<file path="src/rtl/keypad_scan_if.sv">
// keypad_scan_if
//   Bundles the keypad pins and the decoded key outputs of keypad_scan.
//
//   Signals
//     KEY_COL   [3:0]  column lines from the keypad, active-low, asynchronous
//     KEY_ROW   [3:0]  registered row drive, active-low
//     key_code  [3:0]  code of the last accepted key (row*4 + col)
//     key_valid        one-cycle strobe for a newly accepted press
//     key_down         high from acceptance until debounced release
//
//   Strobe semantics: there is no ready/back-pressure. key_valid is high for
//   exactly one cp cycle per accepted press and key_code is already valid in
//   that cycle; a consumer that is not sampling in that cycle misses the
//   press. key_code holds its value until the next acceptance.
//
//   Modports
//     slave  : the scanner (reads KEY_COL, drives everything else)
//     master : the board / consumer side
interface keypad_scan_if;
   logic [3:0] KEY_COL;
   logic [3:0] KEY_ROW;
   logic [3:0] key_code;
   logic       key_valid;
   logic       key_down;

   modport slave (
      input  KEY_COL,
      output KEY_ROW,
      output key_code,
      output key_valid,
      output key_down
   );

   modport master (
      output KEY_COL,
      input  KEY_ROW,
      input  key_code,
      input  key_valid,
      input  key_down
   );
endinterface

</file>
<file path="src/rtl/keypad_scan.sv">
// keypad_scan
//   Scanned 4x4 matrix keypad reader. Walks an active-low row select, reads
//   the synchronized column lines back, debounces a single key and reports
//   its code with a one-cycle strobe.
//
//   Parameters
//     SCAN_DIV        cp cycles per scan tick (>= 4)
//     DEBOUNCE_TICKS  consecutive identical tick samples to accept a press
//                     or a release (>= 1)
//
//   Ports
//     cp         system clock, rising edge
//     rst        synchronous active-high reset
//     kp         keypad_scan_if.slave: KEY_COL in; KEY_ROW, key_code,
//                key_valid, key_down out
//     dbg_state  current FSM state (0 IDLE, 1 SCAN, 2 DEBOUNCE, 3 HELD)
module keypad_scan #(
   parameter int SCAN_DIV       = 50000,
   parameter int DEBOUNCE_TICKS = 10
) (
   input  logic          cp,
   input  logic          rst,
   keypad_scan_if.slave  kp,
   output logic [1:0]    dbg_state
);

   localparam int DIV_W = (SCAN_DIV > 1) ? $clog2(SCAN_DIV) : 1;
   localparam int CNT_W = $clog2(DEBOUNCE_TICKS + 1);
   localparam logic [DIV_W-1:0] DIV_LAST = DIV_W'(SCAN_DIV - 1);
   localparam logic [CNT_W-1:0] CNT_DONE = CNT_W'(DEBOUNCE_TICKS);
   localparam logic [CNT_W-1:0] CNT_ONE  = CNT_W'(1);

   typedef enum logic [1:0] {
      ST_IDLE     = 2'd0,
      ST_SCAN     = 2'd1,
      ST_DEBOUNCE = 2'd2,
      ST_HELD     = 2'd3
   } state_t;

   // Column synchronizer; idles at all-released.
   logic [3:0] col_m, col_s;

   always_ff @(posedge cp) begin
      if (rst) begin
         col_m <= 4'hF;
         col_s <= 4'hF;
      end else begin
         col_m <= kp.KEY_COL;
         col_s <= col_m;
      end
   end

   // Free-running scan divider.
   logic [DIV_W-1:0] div_q;
   logic             tick;

   assign tick = (div_q == DIV_LAST);

   always_ff @(posedge cp) begin
      if (rst)       div_q <= '0;
      else if (tick) div_q <= '0;
      else           div_q <= div_q + DIV_W'(1);
   end

   // Single-key decode: exactly one column low.
   logic       single;
   logic [1:0] col_idx;

   always_comb begin
      single  = 1'b1;
      col_idx = 2'd0;
      case (col_s)
         4'b1110: col_idx = 2'd0;
         4'b1101: col_idx = 2'd1;
         4'b1011: col_idx = 2'd2;
         4'b0111: col_idx = 2'd3;
         default: single  = 1'b0;
      endcase
   end

   // FSM state and registered outputs.
   state_t           state, state_nxt;
   logic [1:0]       r, r_nxt;
   logic [3:0]       col_l, col_l_nxt;
   logic [3:0]       code_l, code_l_nxt;
   logic [CNT_W-1:0] cnt, cnt_nxt, cnt_inc;
   logic [CNT_W-1:0] rel, rel_nxt, rel_inc;
   logic [3:0]       key_row_q, key_row_nxt;
   logic [3:0]       key_code_q, key_code_nxt;
   logic             key_valid_q, key_valid_nxt;
   logic             key_down_q, key_down_nxt;

   // Both counters stay below CNT_DONE while in use, so +1 cannot wrap.
   assign cnt_inc = cnt + CNT_ONE;
   assign rel_inc = rel + CNT_ONE;

   always_ff @(posedge cp) begin
      if (rst) begin
         state       <= ST_IDLE;
         r           <= 2'd0;
         col_l       <= 4'hF;
         code_l      <= 4'h0;
         cnt         <= '0;
         rel         <= '0;
         key_row_q   <= 4'b0000;
         key_code_q  <= 4'h0;
         key_valid_q <= 1'b0;
         key_down_q  <= 1'b0;
      end else begin
         state       <= state_nxt;
         r           <= r_nxt;
         col_l       <= col_l_nxt;
         code_l      <= code_l_nxt;
         cnt         <= cnt_nxt;
         rel         <= rel_nxt;
         key_row_q   <= key_row_nxt;
         key_code_q  <= key_code_nxt;
         key_valid_q <= key_valid_nxt;
         key_down_q  <= key_down_nxt;
      end
   end

   always_comb begin
      state_nxt     = state;
      r_nxt         = r;
      col_l_nxt     = col_l;
      code_l_nxt    = code_l;
      cnt_nxt       = cnt;
      rel_nxt       = rel;
      key_code_nxt  = key_code_q;
      key_valid_nxt = 1'b0;
      key_down_nxt  = key_down_q;

      if (tick) begin
         case (state)
            ST_IDLE: begin
               if (col_s != 4'hF) begin
                  state_nxt = ST_SCAN;
                  r_nxt     = 2'd0;
               end
            end
            ST_SCAN: begin
               if (single) begin
                  col_l_nxt  = col_s;
                  code_l_nxt = {r, col_idx};
                  cnt_nxt    = CNT_ONE;
                  // A one-tick debounce accepts on the discovering tick.
                  if (CNT_DONE == CNT_ONE) begin
                     key_code_nxt  = {r, col_idx};
                     key_valid_nxt = 1'b1;
                     key_down_nxt  = 1'b1;
                     rel_nxt       = '0;
                     state_nxt     = ST_HELD;
                  end else begin
                     state_nxt = ST_DEBOUNCE;
                  end
               end else if (r == 2'd3) begin
                  // No key or a ghost pattern on every row: rescan from IDLE.
                  state_nxt = ST_IDLE;
               end else begin
                  r_nxt = r + 2'd1;
               end
            end
            ST_DEBOUNCE: begin
               if (col_s == col_l) begin
                  cnt_nxt = cnt_inc;
                  if (cnt_inc == CNT_DONE) begin
                     key_code_nxt  = code_l;
                     key_valid_nxt = 1'b1;
                     key_down_nxt  = 1'b1;
                     rel_nxt       = '0;
                     state_nxt     = ST_HELD;
                  end
               end else begin
                  state_nxt = ST_IDLE;
               end
            end
            ST_HELD: begin
               // Only the held row is driven, so keys on other rows are
               // invisible here; any low column keeps the key held.
               if (col_s == 4'hF) begin
                  if (rel_inc == CNT_DONE) begin
                     rel_nxt      = '0;
                     key_down_nxt = 1'b0;
                     state_nxt    = ST_IDLE;
                  end else begin
                     rel_nxt = rel_inc;
                  end
               end else begin
                  rel_nxt = '0;
               end
            end
            default: state_nxt = ST_IDLE;
         endcase
      end

      // Row drive follows the next state; DEBOUNCE and HELD keep the row
      // that was being scanned when the key was found.
      case (state_nxt)
         ST_IDLE: key_row_nxt = 4'b0000;
         ST_SCAN: key_row_nxt = ~(4'b0001 << r_nxt);
         default: key_row_nxt = key_row_q;
      endcase
   end

   assign kp.KEY_ROW   = key_row_q;
   assign kp.key_code  = key_code_q;
   assign kp.key_valid = key_valid_q;
   assign kp.key_down  = key_down_q;
   assign dbg_state    = state;

endmodule
</file>
<file path="src/flat_wrapper.sv">
// flat-port wrapper written by rule: the top's interface ports become plain ports
module keypad_scan_flat 
#(
   parameter int SCAN_DIV       = 50000,
   parameter int DEBOUNCE_TICKS = 10
)
  (cp, rst, dbg_state, kp_KEY_COL, kp_KEY_ROW, kp_key_code, kp_key_valid, kp_key_down);
  keypad_scan_if kp_i ();
  input  logic cp;
  input  logic rst;
  output logic [1:0] dbg_state;
  input wire logic [$bits(kp_i.KEY_COL)-1:0] kp_KEY_COL;
  output wire logic [$bits(kp_i.KEY_ROW)-1:0] kp_KEY_ROW;
  output wire logic [$bits(kp_i.key_code)-1:0] kp_key_code;
  output wire logic [$bits(kp_i.key_valid)-1:0] kp_key_valid;
  output wire logic [$bits(kp_i.key_down)-1:0] kp_key_down;
  assign kp_i.KEY_COL = kp_KEY_COL;
  assign kp_KEY_ROW = kp_i.KEY_ROW;
  assign kp_key_code = kp_i.key_code;
  assign kp_key_valid = kp_i.key_valid;
  assign kp_key_down = kp_i.key_down;
  keypad_scan #(.SCAN_DIV(SCAN_DIV), .DEBOUNCE_TICKS(DEBOUNCE_TICKS)) u_core (.cp(cp), .rst(rst), .kp(kp_i), .dbg_state(dbg_state));
endmodule
</file>
<file path="config.mk">
export PLATFORM = sky130hd
export DESIGN_NAME = keypad_scan_flat
export DESIGN_NICKNAME = d
export VERILOG_FILES = /design/src/rtl/keypad_scan_if.sv /design/src/rtl/keypad_scan.sv /design/src/flat_wrapper.sv
export SDC_FILE = /design/constraint.sdc
export NUM_CORES = 1
export LEC_CHECK = 0
export BUFFER_PORTS_ARGS = -buffer_cell sky130_fd_sc_hd__buf_2
export CORE_MARGIN = 2
export CORE_UTILIZATION = 24
export DETAILED_ROUTE_END_ITERATION = 6
export PLACE_DENSITY_LB_ADDON = 0.12
export SYNTH_ARGS = -nofsm -noshare
export SYNTH_HDL_FRONTEND = slang
export SYNTH_SLANG_ARGS = --single-unit
</file>
<file path="constraint.sdc">
create_clock -name cp -period 4.66 [get_ports cp]
set_input_delay 0.932 -clock cp [delete_from_list [all_inputs] [get_ports cp]]
set_output_delay 0.932 -clock cp [all_outputs]
set_load 0.02 [all_outputs]
</file>
Word level (Yosys, flattened, before mapping)
Cells that the tools add are included.
Cells by class
  add/sub/neg operators: 4
  equal/unequal tests: 20
  shift operators: 1
  muxes and demuxes: 31
  bitwise gates (word level): 4
  reduce and logical (&&, ||, !) cells: 13
Operators by type and width (count)
  $eq 4x4->1 const B: 6
  $mux 2: 12
  $mux 4: 6
  $pmux 4 s2: 3
  $add 16x1->16 const B: 1
  $eq 16x16->1 const B: 1
  $reduce_and 4->1: 3
  $ne 2x1->1 const B: 5
  $add 4x1->4 const B: 2
  $pmux 2 s4: 1
  $reduce_or 4->1: 2
  $eq 2x2->1 const B: 3
  $mux 1: 6
  $pmux 2 s3: 1
  $reduce_and 6->1: 1
  $reduce_bool 2->1: 3
  $eq 2x1->1 const B: 2
  $eq 4x3->1 const B: 1
  $eq 4x4->1: 1
  $logic_not 2->1: 2
  $ne 4x4->1 const B: 1
  $not 4->4: 1
  $pmux 2 s2: 1
  $shl 1x2->4 const A: 1
  5 further kinds: 7
Word-level totals
  bits in registers: 54
  input port bits: 6
  word-level logic and storage cells: 86

Logic depth before layout (Yosys ltp)
Gate-level depths: netlist of run 1.
  depth after elaboration: 9
  gate-level depth with buffers: 9
  gate-level depth less buffers: 8

Least setup slack after synthesis of run 1
Ideal clock, no wire load.
  path type: flip-flop to flip-flop
  from: register u_core.div_q[0]
  to: register u_core.key_row_q[0], in the netlist u_core.kp.KEY_ROW[0]
  library setup time: 0.116 ns
  arrival: 1.968 ns
  data required time: 4.544 ns
  path slack: 2.576 ns
  stages on the path, launching flop included: 10
  path buffers: 2
  clock period less this slack: 2.084 ns
  path through: dfxtp_1 > ha_1 > and4_1 > buf_4 > and4_1 > buf_6 > a21o_1 > a32oi_2 > nor3b_1 > a31o_1
On the way
  word-level cells in the longest chain between the ends: 5
  elaborated cells between the ends (all ways): 9
  those cells by class: 2 x eq/ne; 1 x shift; 3 x mux; 1 x bitwise; 2 x reduce/logical
RTL lines
  start: declaration: RTL line keypad_scan.sv:54  | logic [DIV_W-1:0] div_q;
  start signal: assignment: RTL line keypad_scan.sv:62  | else div_q <= div_q + DIV_W'(1);
  $eq 16x16->1 (*): RTL line keypad_scan.sv:57  | assign tick = (div_q == DIV_LAST);
  $mux 2: RTL line keypad_scan.sv:134  | if (tick) begin
  $shl 1x2->4: RTL line keypad_scan.sv:201  | ST_SCAN: key_row_nxt = ~(4'b0001 << r_nxt);
  $not 4->4: RTL line keypad_scan.sv:201
  $pmux 4 s2: RTL line keypad_scan.sv:199  | case (state_nxt)
  end signal: assignment: RTL line keypad_scan.sv:116  | key_row_q <= key_row_nxt;
  end: declaration: RTL line keypad_scan.sv:88  | logic [3:0] key_row_q, key_row_nxt;
Mark *: on every way between the ends. The rest lies on a longest branch, timed or not.
A chain may end at the register's enable or synchronous reset.

Worst setup path after layout of run 1
  from: register u_core.div_q[0]
  to: register u_core.code_l[0]
On the way
  word-level cells in the longest chain between the ends: 2
RTL lines
  $eq 16x16->1: RTL line keypad_scan.sv:57
  $reduce_and 3->1 (no line)
  end signal: assignment: RTL line keypad_scan.sv:113  | code_l <= code_l_nxt;
  end: declaration: RTL line keypad_scan.sv:85  | logic [3:0] code_l, code_l_nxt;
No other way between the ends.

==> results.py, run 1 <==
metrics = {
    "placement": {
        "placed_area_sq_um": 2750,
        "io_buffers": 17,
        "globalplace.congestion": 0.763,
        "dp_hpwl_mm": 3.82,
    },
    "clocking": {
        "clockRootBuffer": "clkbuf_8",
        "cts_setup_buffers": 0,
        "path_clk_slew_ps": 100,
        "cts_made_buffers": 5,
        "htreeDepth": 2,
        "holdBufCountCts": 0,
        "cts_sinks": 54,
        "cts_resized": 0,
        "clk_latency_ps": 310,
        "cts_tree": "yes",
        "clockBufferDepth": 2,
    },
    "sta": {
        "fmax_ghz": 0.407,
        "rsz0062_at_grt": "false",
        "finalSetupTns_ps": 0,
        "finalHoldViolCount": 0,
        "slew_headroom_pct": 51.5,
        "fin_crit_sh_pct": 52.8,
        "fin_skew_ps": 6.86,
        "setup_viol_count_final": 0,
        "timing.final.max_slew_violations": 0,
        "worst_slew_pin_slew_ps": 728,
        "min_period_ps": 2460,
    },
    "setup_path": {
        "r2r_end": "u_core.code_l[0]",
        "timing.rr.start": "u_core.div_q[0]",
        "crit_type": "flop to flop",
        "worstPathArrival_ps": 2700,
        "crit_chain": "ha_1 -> and4_1 -> nand4_1 -> inv_1 -> nand3_1 -> or4_1 -> a21oi_1",
        "r2r_slack_ps": 2200,
        "critPathCaptureType": "flop",
        "cp_slowest_cell": "or4_1",
        "cpPeakStageDelay_ps": 610,
        "cp.required_ps": 4900,
        "reg2reg_depth": 7,
        "cp_max_fo": 14,
        "startpoint_type": "flop",
    },
    "synth": {
        "async_flop_share_pct": 0,
        "synth_edf_count": 0,
        "yosys.area.top_type": "dfxtp_1",
        "syn_area_per_cell_sq_um": 9.04,
        "synth.ff_latch_count": 54,
        "synth_cell_types": 59,
        "yosys_warnings": 0,
        "ys_seq_area_share_pct": 42.1,
        "syn_nets": 295,
        "synthCells": 284,
        "synth_top_area_share_pct": 42.1,
        "synth_top_flop_cell": "dfxtp_1",
        "syn_area_sq_um": 2570,
        "yosys-top-cells-area": "dfxtp_1, nor2_1, xnor2_1, nand2_1, a21oi_1",
    },
    "final_layout": {
        "area.sequential_sq_um": 1080,
        "fillCellCount": 1152,
        "syn2layout_area_growth_pct": 11.5,
        "drive_above_1_share_pct": 14.9,
        "layout_commonest_cell": "dfxtp_1",
        "finalNetCount": 306,
        "layout_common_cells": "dfxtp_1, nor2_1, nand2_1",
        "diodes": 0,
        "final_area_sq_um": 2860,
        "multi_input_area_sq_um": 1370,
    },
    "floorplan": {
        "io_pins": 18,
        "die_h_um": 107,
        "fp.dieW_um": 107,
        "rows": 37,
        "core_sq_um": 10400,
        "start_util_pct": 24.8,
        "dieArea_sq_um": 11500,
    },
    "job": {
        "max-cap-violations": 0,
    },
    "route": {
        "routed_wl_mm": 5.34,
        "drtPass1Iterations": 4,
        "antenna_left": 0,
        "routed_via_density": 4.56,
        "post_drt_wl_per_cell_um": 12.4,
        "vias": 1972,
        "drt_iter0_markers": 75,
        "remaining_drc_errors": 0,
    },
    "global_routing": {
        "grt_overflow_total": 0,
        "antenna_found_initial": 0,
        "grt_start_max_net_pins": 41,
        "grt_pass1_wl_mm": 9.21,
        "grt.total_usage_pct": 10.0,
        "grt_pass1_vias": 1905,
    },
    "worst_hold_path": {
        "holdPathStages": 1,
        "holdPathEnd": "u_core.col_s[0]",
        "hold_class": "flop to flop",
        "holdCritStartpoint": "u_core.col_m[0]",
    },
    "power_and_ir_drop": {
        "clockPowerShare_pct": 38.9,
        "p_int_uw": 637,
        "p_sw_uw": 183,
        "vdd_drop_max_uv": 144,
        "swShare_pct": 22.3,
        "p_per_area_nw_per_um2": 287,
        "seqPwrFrac_pct": 57.5,
        "pwr-share-comb_pct": 3.6,
        "leakage_uw": 0.00111,
    },
    "status": {
        "status": "finished, final reports clean",
    },
}
==> stage by stage <==
step	cells	hold slack (ps)	power, uW	setup WS (ps)	util [%]
floorplan	284	389	503	2580	-
global placement	424	392	513	2250	26.5
detailed placement	424	393	512	2170	26.5
CTS	432	420	840	2150	27.6
global route	432	440	862	1970	27.6
finish	432	417	820	2200	27.6
==> how the worst max path moves through the flow <==
stage | depth (start not counted) | end | start
2_1_floorplan | 9 | u_core.kp.KEY_ROW[0] | u_core.div_q[0]
3_3_place_gp | 7 | u_core.kp.KEY_ROW[3] | u_core.div_q[0]
3_5_place_dp | 7 | u_core.code_l[0] | u_core.div_q[0]
4_1_cts | 7 | u_core.code_l[0] | u_core.div_q[0]
5_1_grt | 7 | u_core.code_l[0] | u_core.div_q[0]
6_report | 7 | u_core.code_l[0] | u_core.div_q[0]
==> logic make-up after synthesis <==
group,after synthesis,share of synthesized area (%)
buf+inv,24,4.53
compound gates,49,14.3
fa+ha+maj,5,2.44
xor+xnor,18,6.14
simple gates,127,27.7
mux,7,2.78
flops,54,42.1
==> power groups by stage <==
stage | Clock, uW | Sequential, uW | Combinational (uW)
after floorplan | 0 | 479 | 23.8
after global placement | 0 | 482 | 30.4
after detailed placement | 0 | 482 | 30.0
after CTS | 338 | 472 | 30.2
after global routing | 355 | 473 | 33.8
final | 319 | 472 | 29.2
==> cells in the mapped netlist (all sizes together), types with 2 or more instances <==
master  count
and3        2
nor3        3
buf         6
or2         9
nand3b      3
nor3b       6
dfxtp      54
nand4b      2
a21o        2
and4        3
a21oi      14
nand2      18
and3b       2
nor2b       3
clkbuf      7
nand4       7
inv        11
ha          5
nand3      11
or3         3
or3b        2
nor2       40
o21ai       8
a31o        4
o211ai      5
a211o       4
xnor2      11
mux2i       6
nand2b      5
nor4        2
a32oi       3
xor2        7
==> flip-flops by register name, indices dropped and copies added, names as in the netlist, 4 cells and up <==
| signal | cells |
|---|---|
| u_core.col_s | 4 |
| u_core.div_q | 16 |
| u_core.col_l | 4 |
| u_core.code_l | 4 |
| u_core.cnt | 4 |
| u_core.rel | 4 |
| u_core.kp.KEY_ROW | 4 |
| u_core.col_m | 4 |
| u_core.kp.key_code | 4 |
==> final cells by class <==
cell class                 instances  share of cell area (%)
multi-input combinational        206                    47.9
sequential                        54                    37.8
tap                              136                    5.95
timing repair buffer              17                    2.97
clock buffer                       5                    2.40
clock inverter                     3                    1.57
inverter                          11                    1.44
==> per-layer routing <==
| layer | vias up | global-route usage [%] | share of wire (%) |
|---|---|---|---|
| met5 | - | 0 | 0 |
| met4 | 0 | 3.85 | 1.5 |
| met3 | 6 | 1.82 | 1.7 |
| met2 | 21 | 15.6 | 43 |
| met1 | 928 | 13.8 | 53 |
| li1 | 1017 | - | - |
==> critical path: cells and delay by family (launching register included) <==
family / cells / cell delay (ps)
AO/OA/AOI/OAI: 1 / 140
adder cells (fa/ha/maj): 1 / 270
buffers and inverters: 1 / 90
flip-flops: 1 / 370
AND/OR/NAND/NOR: 4 / 1530
(Power assumes the default switching activity.)
==> run 2, diff against run 1 <==
clock period = 2.2 ns   (was 4.66 ns; I/O delays follow)
==> run 2 against run 1 <==
Effect of this change: routed wire length rose by 7.2%; non-clock buffer count up 13; sequential power grew 110%; flip-flop and latch count stayed put; clock-buffer cell count did not move; global-route usage rose by 0.22 points; sequential share of layout area shrank 1.6 points; hold slack got worse by 120 ps; critical endpoint is now u_core.kp.KEY_ROW[1]; highest routed layer unchanged.
==> results.py, run 2 (synthesis gave the netlist of run 1 again) <==
metrics = {
    "status": {
        "status": "finished, final reports clean",
    },
    "placement": {
        "io_buffers": 17,
        "dp_hpwl_mm": 4.23,
        "globalplace.congestion": 0.743,
        "pre_cts_slack_ps": 90.9,
    },
    "setup_path": {
        "cp_slowest_cell": "dfxtp_1",
        "worstPathArrival_ps": 2260,
        "startpoint_type": "flop",
        "cp_max_fo": 6,
        "cpPeakStageDelay_ps": 360,
        "reg2reg_depth": 7,
        "crit_chain": "ha_1 -> and4_1 -> nand4_4 -> o31a_1 -> o22a_2 -> or2_0 -> a31o_1",
        "startpoint": "u_core.div_q[0]",
        "crit_type": "flop to flop",
        "timing.rr.start": "u_core.div_q[0]",
        "cp.required_ps": 2410,
        "critPathCaptureType": "flop",
    },
    "sta": {
        "slew_headroom_pct": 77.4,
        "finalSetupTns_ps": 0,
        "finalHoldViolCount": 0,
        "rsz0062_at_grt": "false",
        "timing.final.ws_setup_ps": 152,
        "fin_crit_sh_pct": 93.1,
        "min_period_ps": 2050,
        "fmax_ghz": 0.488,
        "setup_viol_count_final": 0,
        "timing.final.max_slew_violations": 0,
        "fin_skew_ps": 6.39,
        "worst_slew_pin_slew_ps": 336,
    },
    "global_routing": {
        "grt.total_usage_pct": 10.2,
        "grt_pass1_wl_mm": 9.45,
        "antenna_found_initial": 0,
        "grt_pass1_vias": 1901,
        "grt_start_max_net_pins": 29,
        "grt_overflow_total": 0,
    },
    "final_layout": {
        "layout_common_cells": "dfxtp_1, nor2_1, nand2_1",
        "diodes": 0,
        "largest-register": "u_core.div_q",
        "fillCellCount": 1128,
        "syn2layout_area_growth_pct": 16.3,
        "layout_commonest_cell": "dfxtp_1",
        "finalNetCount": 319,
        "drive_above_1_share_pct": 19.7,
        "largest_reg_flops": 16,
    },
    "clocking": {
        "clockBufferDepth": 2,
        "cts_tree": "yes",
        "holdBufCountCts": 0,
        "cts_setup_buffers": 0,
        "path_clk_slew_ps": 100,
        "clockRootBuffer": "clkbuf_8",
        "clk_latency_ps": 310,
        "htreeDepth": 2,
        "cts_sinks": 54,
        "cts_made_buffers": 5,
    },
    "floorplan": {
        "start_util_pct": 24.8,
        "die_h_um": 107,
        "core_sq_um": 10400,
        "dieArea_sq_um": 11500,
        "io_pins": 18,
        "fp.dieW_um": 107,
        "rows": 37,
    },
    "route": {
        "vias": 2019,
        "antenna_left": 0,
        "post_drt_wl_per_cell_um": 12.9,
        "drt_iter0_markers": 94,
        "routed_via_density": 4.54,
        "routed_wl_mm": 5.72,
        "remaining_drc_errors": 0,
        "drtPass1Iterations": 4,
    },
    "job": {
        "max-cap-violations": 0,
    },
    "worst_hold_path": {
        "holdCritStartpoint": "kp_KEY_COL[1]",
        "holdPathStages": 2,
        "hold_class": "primary input to flop",
    },
    "power_and_ir_drop": {
        "p_total_uw": 1750,
        "vdd_drop_max_uv": 262,
        "leakage_uw": 0.00116,
        "p_per_area_nw_per_um2": 585,
    },
}
run 2: changes by cell type in the layout (fill, tap and decap cells not counted):
cell,previous run,this run
a32oi_1,2,1
buf_4,0,13
o21ai_1,1,0
nand4_2,1,0
nand4_4,0,1
and4_2,0,1
a32oi_2,1,2
and4_1,3,2
o21ai_2,0,1
nor3b_2,0,1
nor3b_1,6,5
run 2: timing repair:
item | in CTS | in global routing
resized for setup | 0 | 5
setup endpoints to repair | 0 | 4
endpoints found under the hold margin | 0 | 0
run 2: path summary, 6_finish.rpt:
path / endpoint / slack [ps]
hold / removal: u_core.col_m[1] / 300
setup / recovery: u_core.kp.KEY_ROW[1] / 150
setup reg to reg: u_core.kp.KEY_ROW[1] / 150
hold reg to reg: u_core.col_s[0] / 420
run 2: per-layer routing:
layer  track usage (%)  routed length (um)
met1              14.2                2990
met2              16.0                2550
met3              1.94                 110
met4              3.02                  70
met5                 0                   0
run 2: through the flow:
| step | area, sq um | instances | hold WS (ps) | utilization (%) |
|---|---|---|---|---|
| 2_1_floorplan | 2570 | 284 | 389 | - |
| 3_3_place_gp | 2850 | 437 | 393 | 27.4 |
| 3_5_place_dp | 2850 | 437 | 394 | 27.4 |
| 4_1_cts | 2960 | 445 | 291 | 28.5 |
| 5_1_grt | 2990 | 445 | 294 | 28.8 |
| 6_report | 2990 | 445 | 301 | 28.8 |
run 2: area by class of cell:
type / instances / area, sq um / area share [%]
clock buffers: 5 / 68.8 / 2.31
clock inverters: 3 / 45.0 / 1.51
inverters: 11 / 41.3 / 1.38
multi-input cells: 206 / 1400 / 46.8
flip-flops and latches: 54 / 1080 / 36.2
well taps: 136 / 170 / 5.70
repair buffers: 30 / 183 / 6.12
run 2: critical path, delay by kind of cell (launching register included):
family                   cells  cell delay, ps
AO/OA/AOI/OAI                3             760
adder cells (fa/ha/maj)      1             170
flip-flops                   1             360
AND/OR/NAND/NOR              3             670
run 2: power by group:
group          internal (uW)  switching [uW]  leakage [uW]  total, uW
logic                   28.9            43.8      0.000668       72.7
clock network            339             336     0.0000504        675
registers                988            9.06      0.000438        997
total                   1360             389       0.00116       1750
==> run 3, diff against run 2 <==
--- a/config.mk
+++ b/config.mk
@@ -10,2 +10,3 @@
 export CORE_UTILIZATION = 24
+export CTS_CLUSTER_DIAMETER = 200
 export DETAILED_ROUTE_END_ITERATION = 6
--- a/constraint.sdc
+++ b/constraint.sdc
@@ -3,2 +3,2 @@
 set_output_delay 0.44 -clock cp [all_outputs]
-set_load 0.02 [all_outputs]
+set_load 0.1 [all_outputs]
==> run 3 against run 2 <==
Effect of this change: critical path depth shrank 1; sequential share of layout area increased by 0.58 points; cell area fell by 1.1%; total power down 5.8%; maximum frequency decreased by 0.16%; hold slack better by 6.7 ps; worst setup slack got worse by 3.2 ps; register-to-register slack about the same; routed wire length fell by 4.4%; non-clock buffer count is 2 lower; critical endpoint is now u_core.rel[1]; highest routed layer unchanged.
==> results.py, run 3 (synthesis gave the netlist of run 1 again) <==
metrics = {
    "sta": {
        "fmax_ghz": 0.488,
        "finalSetupTns_ps": 0,
        "rsz0062_at_grt": "false",
        "setup_viol_count_final": 0,
        "fin_skew_ps": 6.54,
        "worst_slew_pin_slew_ps": 507,
        "finalHoldViolCount": 0,
        "min_period_ps": 2050,
        "timing.final.max_slew_violations": 0,
        "slew_headroom_pct": 66.2,
        "fin_crit_sh_pct": 93.2,
        "timing.final.ws_setup_ps": 149,
    },
    "floorplan": {
        "io_pins": 18,
        "rows": 37,
        "core_sq_um": 10400,
        "start_util_pct": 24.8,
        "die_h_um": 107,
        "dieArea_sq_um": 11500,
        "fp.dieW_um": 107,
    },
    "final_layout": {
        "layout_commonest_cell": "dfxtp_1",
        "finalNetCount": 317,
        "syn2layout_area_growth_pct": 15.0,
        "fillCellCount": 1147,
        "diodes": 0,
        "largest_reg_flops": 16,
        "layout_common_cells": "dfxtp_1, nor2_1, nand2_1",
        "drive_above_1_share_pct": 20.2,
        "largest-register": "u_core.div_q",
        "final_area_sq_um": 2950,
    },
    "setup_path": {
        "startpoint_type": "flop",
        "r2r_slack_ps": 150,
        "cp_max_fo": 7,
        "worstPathArrival_ps": 2300,
        "cp_slowest_cell": "or4b_1",
        "cpPeakStageDelay_ps": 530,
        "crit_chain": "ha_1 -> nand4bb_1 -> a21oi_2 -> o211ai_4 -> or4b_1 -> a21oi_1",
        "cp.required_ps": 2440,
        "critPathCaptureType": "flop",
        "crit_type": "flop to flop",
    },
    "clocking": {
        "clk_latency_ps": 300,
        "cts_made_buffers": 5,
        "path_clk_slew_ps": 90,
        "holdBufCountCts": 0,
        "clockRootBuffer": "clkbuf_8",
        "clockBufferDepth": 2,
        "htreeDepth": 2,
        "cts_tree": "yes",
        "cts_sinks": 54,
    },
    "power_and_ir_drop": {
        "p_per_area_nw_per_um2": 557,
        "p_int_uw": 1270,
        "vdd_drop_max_uv": 225,
        "p_sw_uw": 372,
        "seqPwrFrac_pct": 60.7,
        "clockPowerShare_pct": 34.8,
        "swShare_pct": 22.6,
        "leakage_uw": 0.00114,
        "pwr-share-comb_pct": 4.4,
    },
    "status": {
        "status": "finished, final reports clean",
    },
    "placement": {
        "dp_hpwl_mm": 4.02,
        "io_buffers": 17,
        "pre_cts_slack_ps": 94.3,
        "globalplace.congestion": 0.746,
        "placed_area_sq_um": 2830,
    },
    "route": {
        "routed_via_density": 4.56,
        "routed_wl_mm": 5.47,
        "antenna_left": 0,
        "remaining_drc_errors": 0,
        "drt_iter0_markers": 91,
        "post_drt_wl_per_cell_um": 12.4,
        "drtPass1Iterations": 4,
        "vias": 2018,
    },
    "global_routing": {
        "grt_pass1_vias": 1848,
        "grt.total_usage_pct": 10.2,
        "antenna_found_initial": 0,
        "grt_overflow_total": 0,
        "grt_start_max_net_pins": 30,
        "grt_pass1_wl_mm": 9.36,
    },
    "job": {
        "max-cap-violations": 0,
    },
    "worst_hold_path": {
        "hold_class": "primary input to flop",
    },
}
## run 3: cell count changes in the layout (fill, tap and decap cells not counted)
cell,previous run,this run
bufinv_16,1,0
clkbuf_8,5,6
buf_4,13,11
clkinv_2,0,1
clkinvlp_4,2,0
and4_4,0,1
o21ai_1,0,1
o21ai_2,1,0
clkbuf_1,0,1
dfxtp_2,0,4
and4_1,2,1
dfxtp_1,54,50
## run 3: critical path: cells and delay by family (launching register included)
| family | cells | cell delay [ps] |
|---|---|---|
| and+or+nand+nor | 2 | 800 |
| DFF | 1 | 370 |
| adders and majority gates | 1 | 260 |
| AOI/OAI and AO/OA | 3 | 560 |
## run 3: final timing paths
path / from / to / cells past startpoint
max: u_core.cnt[0] / u_core.rel[1] / 6
min: kp_KEY_COL[3] / u_core.col_m[3] / 2
max reg2reg: u_core.cnt[0] / u_core.rel[1] / 6
min reg2reg: u_core.col_m[1] / u_core.col_s[1] / 1
## run 3: power groups by stage
| stage | combinational, uW | sequential, uW | clock (uW) |
|---|---|---|---|
| CTS | 74.2 | 998 | 611 |
| detailed placement | 74.0 | 1020 | 0 |
| global route | 82.6 | 1000 | 644 |
| finish | 73.1 | 998 | 573 |
| global placement | 75.6 | 1020 | 0 |
| floorplan | 50.4 | 1020 | 0 |
## run 3: routing by layer
layer  up-vias  track usage, %  share of wire, %
li1       1036               -                 -
met2        24            15.4                44
met1       953            14.4                53
met5         -               0                 0
met4         0            3.57               1.2
met3         5            1.82               2.2
## run 3: timing repair
| item | in CTS | in global routing |
|---|---|---|
| setup endpoints to repair | 0 | 5 |
| resized for setup | 0 | 9 |
| buffers inserted | 0 | 0 |
## run 3: through the flow
| stage | total power (uW) | cells | hold WS [ps] | util [%] |
|---|---|---|---|---|
| 3_5_place_dp | 1090 | 435 | 398 | 27.3 |
| 5_1_grt | 1730 | 443 | 290 | 28.5 |
| 2_1_floorplan | 1070 | 284 | 389 | - |
| 6_report | 1640 | 443 | 308 | 28.5 |
| 4_1_cts | 1680 | 443 | 290 | 28.2 |
| 3_3_place_gp | 1100 | 435 | 394 | 27.3 |
## run 3: area by class of cell
class	instances	area, sq um	area share (%)
clock buffers	7	86.3	2.92
well taps	136	170	5.77
inverters	11	41.3	1.40
multi-input cells	206	1400	47.3
repair buffers	28	168	5.68
clock inverters	1	5.00	0.170
flip-flops and latches	54	1090	36.8
